[src/rtl/usb_serial_bulk_ep_if.sv]
// Endpoint-side bundle for the USB-serial bulk endpoint pair: the USB core's OUT/IN
// endpoint ports plus the byte-stream ports in the clk domain.
interface usb_serial_bulk_ep_if;
   logic       out_ep_req;
   logic       out_ep_grant;
   logic       out_ep_data_avail;
   logic       out_ep_setup;
   logic       out_ep_data_get;
   logic [7:0] out_ep_data;
   logic       out_ep_stall;
   logic       out_ep_acked;
   logic       in_ep_req;
   logic       in_ep_grant;
   logic       in_ep_data_free;
   logic       in_ep_data_put;
   logic [7:0] in_ep_data;
   logic       in_ep_data_done;
   logic       in_ep_stall;
   logic       in_ep_acked;
   logic [7:0] uart_tx_data;
   logic       uart_tx_strobe;
   logic       uart_tx_ready;
   logic [7:0] uart_rx_data;
   logic       uart_rx_valid;
   logic       uart_rx_ready;
   logic       tx_overflow;

   // The endpoint block itself.
   modport slave (
      input  out_ep_grant, out_ep_data_avail, out_ep_setup, out_ep_data, out_ep_acked,
      input  in_ep_grant, in_ep_data_free, in_ep_acked,
      input  uart_tx_data, uart_tx_strobe, uart_rx_ready,
      output out_ep_req, out_ep_data_get, out_ep_stall,
      output in_ep_req, in_ep_data_put, in_ep_data, in_ep_data_done, in_ep_stall,
      output uart_tx_ready, uart_rx_data, uart_rx_valid, tx_overflow
   );

   // The USB device core together with the byte-stream producer/consumer.
   modport master (
      output out_ep_grant, out_ep_data_avail, out_ep_setup, out_ep_data, out_ep_acked,
      output in_ep_grant, in_ep_data_free, in_ep_acked,
      output uart_tx_data, uart_tx_strobe, uart_rx_ready,
      input  out_ep_req, out_ep_data_get, out_ep_stall,
      input  in_ep_req, in_ep_data_put, in_ep_data, in_ep_data_done, in_ep_stall,
      input  uart_tx_ready, uart_rx_data, uart_rx_valid, tx_overflow
   );
endinterface

[src/rtl/usb_serial_bulk_ep.sv]
// USB-serial bulk endpoint pair: RX FIFO fed from the OUT endpoint, TX FIFO drained into
// IN packets of up to MAX_PACKET bytes with idle-timeout flush and optional ZLP.
module usb_serial_bulk_ep #(
   parameter int TX_DEPTH     = 512,
   parameter int RX_DEPTH     = 64,
   parameter int MAX_PACKET   = 32,
   parameter int FLUSH_CYCLES = 48000,
   parameter bit ZLP_ENABLE   = 1'b1
) (
   input logic                 clk,
   input logic                 reset_n,
   usb_serial_bulk_ep_if.slave bus
);
   localparam int TXAW = $clog2(TX_DEPTH);
   localparam int RXAW = $clog2(RX_DEPTH);
   localparam int CNTW = $clog2(MAX_PACKET) + 1;
   localparam int TMRW = $clog2(FLUSH_CYCLES + 1);

   typedef logic [TXAW:0]   tx_lvl_t;
   typedef logic [RXAW:0]   rx_lvl_t;
   typedef logic [CNTW-1:0] cnt_t;
   typedef logic [TMRW-1:0] tmr_t;

   localparam tx_lvl_t TX_FULL  = tx_lvl_t'(TX_DEPTH);
   localparam tx_lvl_t TX_PKT   = tx_lvl_t'(MAX_PACKET);
   localparam tx_lvl_t TX_ONE   = tx_lvl_t'(1);
   localparam rx_lvl_t RX_FULL  = rx_lvl_t'(RX_DEPTH);
   localparam rx_lvl_t RX_PKT   = rx_lvl_t'(MAX_PACKET);
   localparam cnt_t    CNT_LAST = cnt_t'(MAX_PACKET - 1);
   localparam tmr_t    TMR_MAX  = tmr_t'(FLUSH_CYCLES);

   typedef enum logic [1:0] {IDLE, REQ, SEND, ZREQ} state_t;

   // ---------------- OUT endpoint -> RX FIFO ----------------
   logic [7:0]      rx_mem [RX_DEPTH];
   logic [RXAW-1:0] rx_wp, rx_rp;
   rx_lvl_t         rx_level, rx_free;
   logic            get, get_p1, rx_valid, rx_rd;

   assign rx_free  = RX_FULL - rx_level;
   // get_p1 is the single byte in flight between a get and its capture
   assign get      = reset_n & bus.out_ep_grant & bus.out_ep_data_avail &
                     (rx_free > rx_lvl_t'(get_p1));
   assign rx_valid = (rx_level != '0);
   assign rx_rd    = rx_valid & bus.uart_rx_ready;

   assign bus.out_ep_req      = reset_n & bus.out_ep_data_avail & (rx_free >= RX_PKT);
   assign bus.out_ep_data_get = get;
   assign bus.out_ep_stall    = 1'b0;
   assign bus.uart_rx_valid   = rx_valid;
   assign bus.uart_rx_data    = rx_valid ? rx_mem[rx_rp] : 8'h00;

   always_ff @(posedge clk) begin
      if (get_p1) rx_mem[rx_wp] <= bus.out_ep_data;
   end

   always_ff @(posedge clk or negedge reset_n) begin
      if (!reset_n) begin
         get_p1   <= 1'b0;
         rx_wp    <= '0;
         rx_rp    <= '0;
         rx_level <= '0;
      end else begin
         get_p1   <= get;
         if (get_p1) rx_wp <= rx_wp + RXAW'(1);
         if (rx_rd)  rx_rp <= rx_rp + RXAW'(1);
         rx_level <= rx_level + rx_lvl_t'(get_p1) - rx_lvl_t'(rx_rd);
      end
   end

   // ---------------- TX FIFO write side ----------------
   logic [7:0]      tx_mem [TX_DEPTH];
   logic [TXAW-1:0] tx_wp, tx_rp;
   tx_lvl_t         tx_level;
   logic            tx_ready, tx_wr, tx_rd, tx_ovf;

   assign tx_ready = (tx_level != TX_FULL);
   assign tx_wr    = bus.uart_tx_strobe & tx_ready;

   assign bus.uart_tx_ready = tx_ready;
   assign bus.tx_overflow   = tx_ovf;

   always_ff @(posedge clk) begin
      if (tx_wr) tx_mem[tx_wp] <= bus.uart_tx_data;
   end

   always_ff @(posedge clk or negedge reset_n) begin
      if (!reset_n) begin
         tx_wp    <= '0;
         tx_rp    <= '0;
         tx_level <= '0;
         tx_ovf   <= 1'b0;
      end else begin
         if (tx_wr) tx_wp <= tx_wp + TXAW'(1);
         if (tx_rd) tx_rp <= tx_rp + TXAW'(1);
         tx_level <= tx_level + tx_lvl_t'(tx_wr) - tx_lvl_t'(tx_rd);
         if (bus.uart_tx_strobe & !tx_ready) tx_ovf <= 1'b1;
      end
   end

   // ---------------- IN packet FSM ----------------
   state_t state, state_nxt;
   cnt_t   cnt;
   tmr_t   tmr;
   logic   expired, zlp_pend, in_req, data_end, zlp_sent, pkt_end, last_full;
   logic   put_p1, done_p1;
   logic [7:0] data_p1;

   assign expired   = (tmr == TMR_MAX);
   assign pkt_end   = data_end | zlp_sent;
   assign last_full = (cnt == CNT_LAST) & (tx_level == TX_ONE) & !tx_wr;

   always_comb begin
      state_nxt = state;
      in_req    = 1'b0;
      tx_rd     = 1'b0;
      data_end  = 1'b0;
      zlp_sent  = 1'b0;
      case (state)
         IDLE: begin
            if (tx_level >= TX_PKT || (tx_level != '0 && expired))
               state_nxt = REQ;
            else if (ZLP_ENABLE && zlp_pend && expired)
               state_nxt = ZREQ;
         end
         REQ: begin
            in_req = 1'b1;
            if (bus.in_ep_grant) state_nxt = SEND;
         end
         SEND: begin
            in_req = !bus.in_ep_grant;
            if (bus.in_ep_grant && bus.in_ep_data_free && tx_level != '0) begin
               tx_rd = 1'b1;
               // full packet, or the FIFO runs dry on a flushed partial packet
               if (cnt == CNT_LAST || (tx_level == TX_ONE && !tx_wr)) begin
                  data_end  = 1'b1;
                  state_nxt = IDLE;
               end
            end
         end
         ZREQ: begin
            in_req = 1'b1;
            if (bus.in_ep_grant) begin
               zlp_sent  = 1'b1;
               state_nxt = IDLE;
            end
         end
         default: state_nxt = IDLE;
      endcase
   end

   always_ff @(posedge clk or negedge reset_n) begin
      if (!reset_n) begin
         state    <= IDLE;
         cnt      <= '0;
         tmr      <= '0;
         zlp_pend <= 1'b0;
         put_p1   <= 1'b0;
         done_p1  <= 1'b0;
         data_p1  <= 8'h00;
      end else begin
         state <= state_nxt;
         if (data_end)   cnt <= '0;
         else if (tx_rd) cnt <= cnt + cnt_t'(1);
         if (tx_wr || pkt_end)
            tmr <= '0;
         else if ((tx_level != '0 || zlp_pend) && !expired)
            tmr <= tmr + tmr_t'(1);
         if (data_end)                zlp_pend <= last_full;
         else if (tx_wr || zlp_sent)  zlp_pend <= 1'b0;
         put_p1  <= tx_rd;
         done_p1 <= pkt_end;
         if (tx_rd) data_p1 <= tx_mem[tx_rp];
      end
   end

   assign bus.in_ep_req       = in_req;
   assign bus.in_ep_data_put  = put_p1;
   assign bus.in_ep_data      = data_p1;
   assign bus.in_ep_data_done = done_p1;
   assign bus.in_ep_stall     = 1'b0;

   logic unused_inputs;
   assign unused_inputs = ^{bus.out_ep_setup, bus.out_ep_acked, bus.in_ep_acked};
endmodule

[src/flat_wrapper.sv]
// flat-port wrapper written by rule: the top's interface ports become plain ports
module usb_serial_bulk_ep_flat 
#(
   parameter int TX_DEPTH     = 512,
   parameter int RX_DEPTH     = 64,
   parameter int MAX_PACKET   = 32,
   parameter int FLUSH_CYCLES = 48000,
   parameter bit ZLP_ENABLE   = 1'b1
)
  (clk, reset_n, bus_out_ep_grant, bus_out_ep_data_avail, bus_out_ep_setup, bus_out_ep_data, bus_out_ep_acked, bus_in_ep_grant, bus_in_ep_data_free, bus_in_ep_acked, bus_uart_tx_data, bus_uart_tx_strobe, bus_uart_rx_ready, bus_out_ep_req, bus_out_ep_data_get, bus_out_ep_stall, bus_in_ep_req, bus_in_ep_data_put, bus_in_ep_data, bus_in_ep_data_done, bus_in_ep_stall, bus_uart_tx_ready, bus_uart_rx_data, bus_uart_rx_valid, bus_tx_overflow);
  usb_serial_bulk_ep_if bus_i ();
  input logic clk;
  input logic reset_n;
  input wire logic [$bits(bus_i.out_ep_grant)-1:0] bus_out_ep_grant;
  input wire logic [$bits(bus_i.out_ep_data_avail)-1:0] bus_out_ep_data_avail;
  input wire logic [$bits(bus_i.out_ep_setup)-1:0] bus_out_ep_setup;
  input wire logic [$bits(bus_i.out_ep_data)-1:0] bus_out_ep_data;
  input wire logic [$bits(bus_i.out_ep_acked)-1:0] bus_out_ep_acked;
  input wire logic [$bits(bus_i.in_ep_grant)-1:0] bus_in_ep_grant;
  input wire logic [$bits(bus_i.in_ep_data_free)-1:0] bus_in_ep_data_free;
  input wire logic [$bits(bus_i.in_ep_acked)-1:0] bus_in_ep_acked;
  input wire logic [$bits(bus_i.uart_tx_data)-1:0] bus_uart_tx_data;
  input wire logic [$bits(bus_i.uart_tx_strobe)-1:0] bus_uart_tx_strobe;
  input wire logic [$bits(bus_i.uart_rx_ready)-1:0] bus_uart_rx_ready;
  output wire logic [$bits(bus_i.out_ep_req)-1:0] bus_out_ep_req;
  output wire logic [$bits(bus_i.out_ep_data_get)-1:0] bus_out_ep_data_get;
  output wire logic [$bits(bus_i.out_ep_stall)-1:0] bus_out_ep_stall;
  output wire logic [$bits(bus_i.in_ep_req)-1:0] bus_in_ep_req;
  output wire logic [$bits(bus_i.in_ep_data_put)-1:0] bus_in_ep_data_put;
  output wire logic [$bits(bus_i.in_ep_data)-1:0] bus_in_ep_data;
  output wire logic [$bits(bus_i.in_ep_data_done)-1:0] bus_in_ep_data_done;
  output wire logic [$bits(bus_i.in_ep_stall)-1:0] bus_in_ep_stall;
  output wire logic [$bits(bus_i.uart_tx_ready)-1:0] bus_uart_tx_ready;
  output wire logic [$bits(bus_i.uart_rx_data)-1:0] bus_uart_rx_data;
  output wire logic [$bits(bus_i.uart_rx_valid)-1:0] bus_uart_rx_valid;
  output wire logic [$bits(bus_i.tx_overflow)-1:0] bus_tx_overflow;
  assign bus_i.out_ep_grant = bus_out_ep_grant;
  assign bus_i.out_ep_data_avail = bus_out_ep_data_avail;
  assign bus_i.out_ep_setup = bus_out_ep_setup;
  assign bus_i.out_ep_data = bus_out_ep_data;
  assign bus_i.out_ep_acked = bus_out_ep_acked;
  assign bus_i.in_ep_grant = bus_in_ep_grant;
  assign bus_i.in_ep_data_free = bus_in_ep_data_free;
  assign bus_i.in_ep_acked = bus_in_ep_acked;
  assign bus_i.uart_tx_data = bus_uart_tx_data;
  assign bus_i.uart_tx_strobe = bus_uart_tx_strobe;
  assign bus_i.uart_rx_ready = bus_uart_rx_ready;
  assign bus_out_ep_req = bus_i.out_ep_req;
  assign bus_out_ep_data_get = bus_i.out_ep_data_get;
  assign bus_out_ep_stall = bus_i.out_ep_stall;
  assign bus_in_ep_req = bus_i.in_ep_req;
  assign bus_in_ep_data_put = bus_i.in_ep_data_put;
  assign bus_in_ep_data = bus_i.in_ep_data;
  assign bus_in_ep_data_done = bus_i.in_ep_data_done;
  assign bus_in_ep_stall = bus_i.in_ep_stall;
  assign bus_uart_tx_ready = bus_i.uart_tx_ready;
  assign bus_uart_rx_data = bus_i.uart_rx_data;
  assign bus_uart_rx_valid = bus_i.uart_rx_valid;
  assign bus_tx_overflow = bus_i.tx_overflow;
  usb_serial_bulk_ep #(.TX_DEPTH(TX_DEPTH), .RX_DEPTH(RX_DEPTH), .MAX_PACKET(MAX_PACKET), .FLUSH_CYCLES(FLUSH_CYCLES), .ZLP_ENABLE(ZLP_ENABLE)) u_core (.clk(clk), .reset_n(reset_n), .bus(bus_i));
endmodule
[config.mk]
export PLATFORM = sky130hd
export DESIGN_NAME = usb_serial_bulk_ep_flat
export DESIGN_NICKNAME = d
export VERILOG_FILES = /design/src/rtl/usb_serial_bulk_ep_if.sv /design/src/rtl/usb_serial_bulk_ep.sv /design/src/flat_wrapper.sv
export SDC_FILE = /design/constraint.sdc
export NUM_CORES = 2
export LEC_CHECK = 0
export BUFFER_PORTS_ARGS = -buffer_cell sky130_fd_sc_hd__buf_2
export CORE_UTILIZATION = 42
export DETAILED_ROUTE_END_ITERATION = 8
export PLACE_DENSITY = 0.56
export SKIP_CTS_REPAIR_TIMING = 1
export SLEW_MARGIN = 20
export SYNTH_ARGS = -nofsm -noshare
export SYNTH_HDL_FRONTEND = slang
export SYNTH_MEMORY_MAX_BITS = 65536
export SYNTH_SLANG_ARGS = --single-unit
[constraint.sdc]
create_clock -name clk -period 11.4 [get_ports clk]
set_input_delay 0.57 -clock clk [delete_from_list [all_inputs] [get_ports clk]]
set_output_delay 0.57 -clock clk [all_outputs]
set_load 0.005 [all_outputs]
==> key figures <==
Status
  – Outcome: finished, final reports clean

Layout
  – Post-route design area: 203900 sq um
  – P&R area growth vs syn: 11.23%
  – Layout Cells excl Fill: 14971
  – Number of nets in the layout: 8927
  – Fraction of layout cells with a size suffix above 1: 21.81%
  – Fillers: 35601
  – Core Util, Final: 46.92%

Synthesis
  – FFs w/ async S/R, synth: 1.790%
  – Syn avg cell area: 21.08 sq um
  – Count of cell types in the netlist: 79
  – Top_reg_cell synth: edfxtp_1
  – Mapped Area: 183300 sq um
  – Synth Instances: 8692
  – Yosys reg bits: 4692
  – Register area share after synthesis: 76.65%
  – EDFF count, synth: 4608
  – Ys Warns: 0

STA
  – Slew @ Worst Pin: 1.209 ns
  – Final Hold Viols: 0
  – Slew margin rel.: 19.38%
  – Post-layout worst setup margin: 5.620 ns
  – Slew Limit Fails: 0
  – Hold WS: 0.04064 ns
  – RSZ-0062 raised after global routing: false
  – Fmax: 0.1730 GHz
  – Worst clock skew: 0.05053 ns
  – Final min period: 5.780 ns
  – Setup TNS: 0 ns
  – Final period util: 50.70%
  – Setup-failing EPs final: 0

Worst setup path
  – Slowest CP cell: buf_4
  – CP endpoint kind: output pin
  – Internal reg-to-reg setup slack: 5.75 ns
  – CP dominant cell by count: mux4_2
  – CP max FO: 40
  – Cell-by-cell trace of the critical path: buf_4 -> buf_4 -> mux4_2 -> mux4_2 -> mux4_2 -> and2_1 -> buf_2
  – Crit path kind: flip-flop to output pin
  – CP max stage delay: 0.73 ns
  – Crit path DAT: 5.21 ns
  – Nature of the critical path startpoint: flip-flop
  – Crit path required time: 10.83 ns

Global route
  – GRT Total Usage: 22.56%
  – Initial antenna violation count: 34
  – First-pass GRT wire length: 707500 microns
  – Vias in the first global route: 90550
  – GRT overflow: 0
  – Largest net degree at the start of global routing: 185

Power and ir drop
  – Power, Total: 46.62 mW
  – Lkg Pwr: 63.11 nW
  – VDD IR max: 0.2186 mV
  – Power per standard cell area: 228.7 nW/um^2

Die
  – Starting Density: 42.18%
  – Die X: 662.6 microns
  – Die span in y: 662.6 microns
  – IO Pins: 53
  – Row count: 242
  – Die area: 439000 sq um
  – Core Box Area: 434500 sq um

Clock network
  – Num CTS Buffers: 463
  – CTS max path bufs: 4
  – CTS tree: done
  – Clock-pin slew reported for the worst setup and hold paths after clock tree synthesis: 0.07 ns
  – CTS H-tree lvls: 5
  – Root buffer cell: clkbuf_16
  – Clock latency on the worst-skew pair: 1.00 ns
  – Clk sinks: 4692

Place
  – Post-DP Area: 189400 sq um
  – I/O Buffers: 47
  – Post-DP HPWL: 292500 microns
  – Placement Setup Slack: 5.827 ns
  – Placed insts: 14122
  – GP Congestion: 0.7979

Hold path
  – HP Class: primary input to asynchronous set/reset pin

Drt
  – Via count: 90401
  – Routed WL: 504900 microns
  – Drt first pass iters: 6
  – Avg Vias per Cell: 6.038
  – Initial DRC Count: 10954
  – Wire length per cell: 33.73 microns
  – Residual DRC count: 0
  – Post-route ant nets: 0

Run
  – Max_cap viols: 0
==> kinds of logic (layout without fill, tap and decap cells) <==
logic type	Yosys count	after routing	share of synthesized area (%)
AOI/OAI and AO/OA	721	721	2.763
buffers and inverters	578	1109	1.927
other	1	15	0.002046
DFF	4692	4692	76.65
and+or+nand+nor	1131	1131	2.635
xor gates and xnor gates	59	59	0.2820
muxes	1469	1469	15.45
adders and majority gates	41	41	0.2881
==> flip-flops by register name, summed over array words and instances (netlist names), 6 cells and up <==
signal                 flops
u_core.bus.in_ep_data      8
u_core.tmr                16
u_core.tx_wp               9
u_core.rx_wp               6
u_core.tx_mem           4096
u_core.rx_rp               6
u_core.tx_rp               9
u_core.tx_level           10
u_core.cnt                 6
u_core.rx_mem            512
u_core.rx_level            7
==> final cells by class <==
| class | count | area [sq um] | share of cell area, % |
|---|---|---|---|
| diodes | 13 | 32.53 | 0.01596 |
| clock buffers | 572 | 12160 | 5.966 |
| clock inverters | 258 | 2167 | 1.063 |
| inverters | 43 | 168.9 | 0.08286 |
| multi-input cells | 3423 | 39560 | 19.41 |
| flip-flops and latches | 4692 | 140500 | 68.93 |
| well taps | 5734 | 7174 | 3.519 |
| repair buffers | 236 | 2076 | 1.018 |
==> metal layers <==
layer	wire length, microns	global-route usage, %	up-vias
met1	205500	31.94	48861
met2	239000	35.69	4258
met5	311	0.4558	-
met3	42600	3.986	803
met4	17480	7.311	8
li1	-	-	36471
==> final timing paths <==
| check | start | endpoint | depth (start not counted) |
|---|---|---|---|
| max | u_core.rx_rp[0]$_DFFE_PN0N_ | bus_uart_rx_data[1] | 7 |
| max reg2reg | u_core.tx_rp[0]$_DFFE_PN0P_ | u_core.bus.in_ep_data[2]$_DFFE_PN0P_ | 10 |
| min reg2reg | u_core.bus.tx_overflow$_DFFE_PN0P_ | u_core.bus.tx_overflow$_DFFE_PN0P_ | 1 |
| max in group asynchronous | reset_n | u_core.tx_rp[3]$_DFFE_PN0P_ | 3 |
| min in group clk | bus_uart_tx_data[3] | u_core.tx_mem[259][3]$_DFFE_PP_ | 1 |
| min | reset_n | u_core.rx_rp[3]$_DFFE_PN0N_ | 2 |
==> critical path: cells and delay by family, from the launching register on <==
kind                   cells  cell delay, ns
DFF                        1            0.63
buffers and inverters      3            1.55
and+or+nand+nor            1            0.18
muxes                      3            1.75
==> synthesized netlist by cell type (30+ instances only) <==
| cell | n | area share, % |
|---|---|---|
| mux2i_1 | 372 | 2.0 |
| o221ai_1 | 37 | 0.18 |
| a211oi_1 | 53 | 0.22 |
| xnor2_1 | 31 | 0.15 |
| ha_1 | 39 | 0.27 |
| a221oi_1 | 65 | 0.31 |
| nand2_1 | 200 | 0.41 |
| nand3_1 | 68 | 0.19 |
| o21ai_0 | 86 | 0.23 |
| dfrtp_1 | 84 | 1.1 |
| o22ai_1 | 58 | 0.20 |
| mux4_2 | 1071 | 13 |
| nor2_1 | 673 | 1.4 |
| a22o_1 | 30 | 0.14 |
| inv_1 | 42 | 0.086 |
| a22oi_1 | 166 | 0.68 |
| clkbuf_1 | 235 | 0.48 |
| buf_2 | 106 | 0.29 |
| a21oi_1 | 115 | 0.31 |
| edfxtp_1 | 4608 | 76 |
| buf_4 | 49 | 0.20 |
| buf_1 | 32 | 0.066 |
| buf_6 | 54 | 0.33 |
| buf_8 | 46 | 0.38 |
==> placed cells by master, fill, tap and decap left out, drive strengths merged, types with 58 or more instances in the layout <==
cell and n:
buf 231, nor2 673, nand3 68, clkinv 210, mux4 1083, clkbuf 572, nand2 200, a221oi 65
edfxtp 4608, o21ai 87, dfrtp 84, o22ai 58, a22oi 166, a21oi 115, mux2i 372
==> power by group <==
group	total [mW]	internal (mW)	switching [mW]
clock network	14.7	8.21	6.50
logic	12.4	5.02	7.39
registers	19.5	19.1	0.362
No activity file was read; power rests on OpenSTA's default activity.
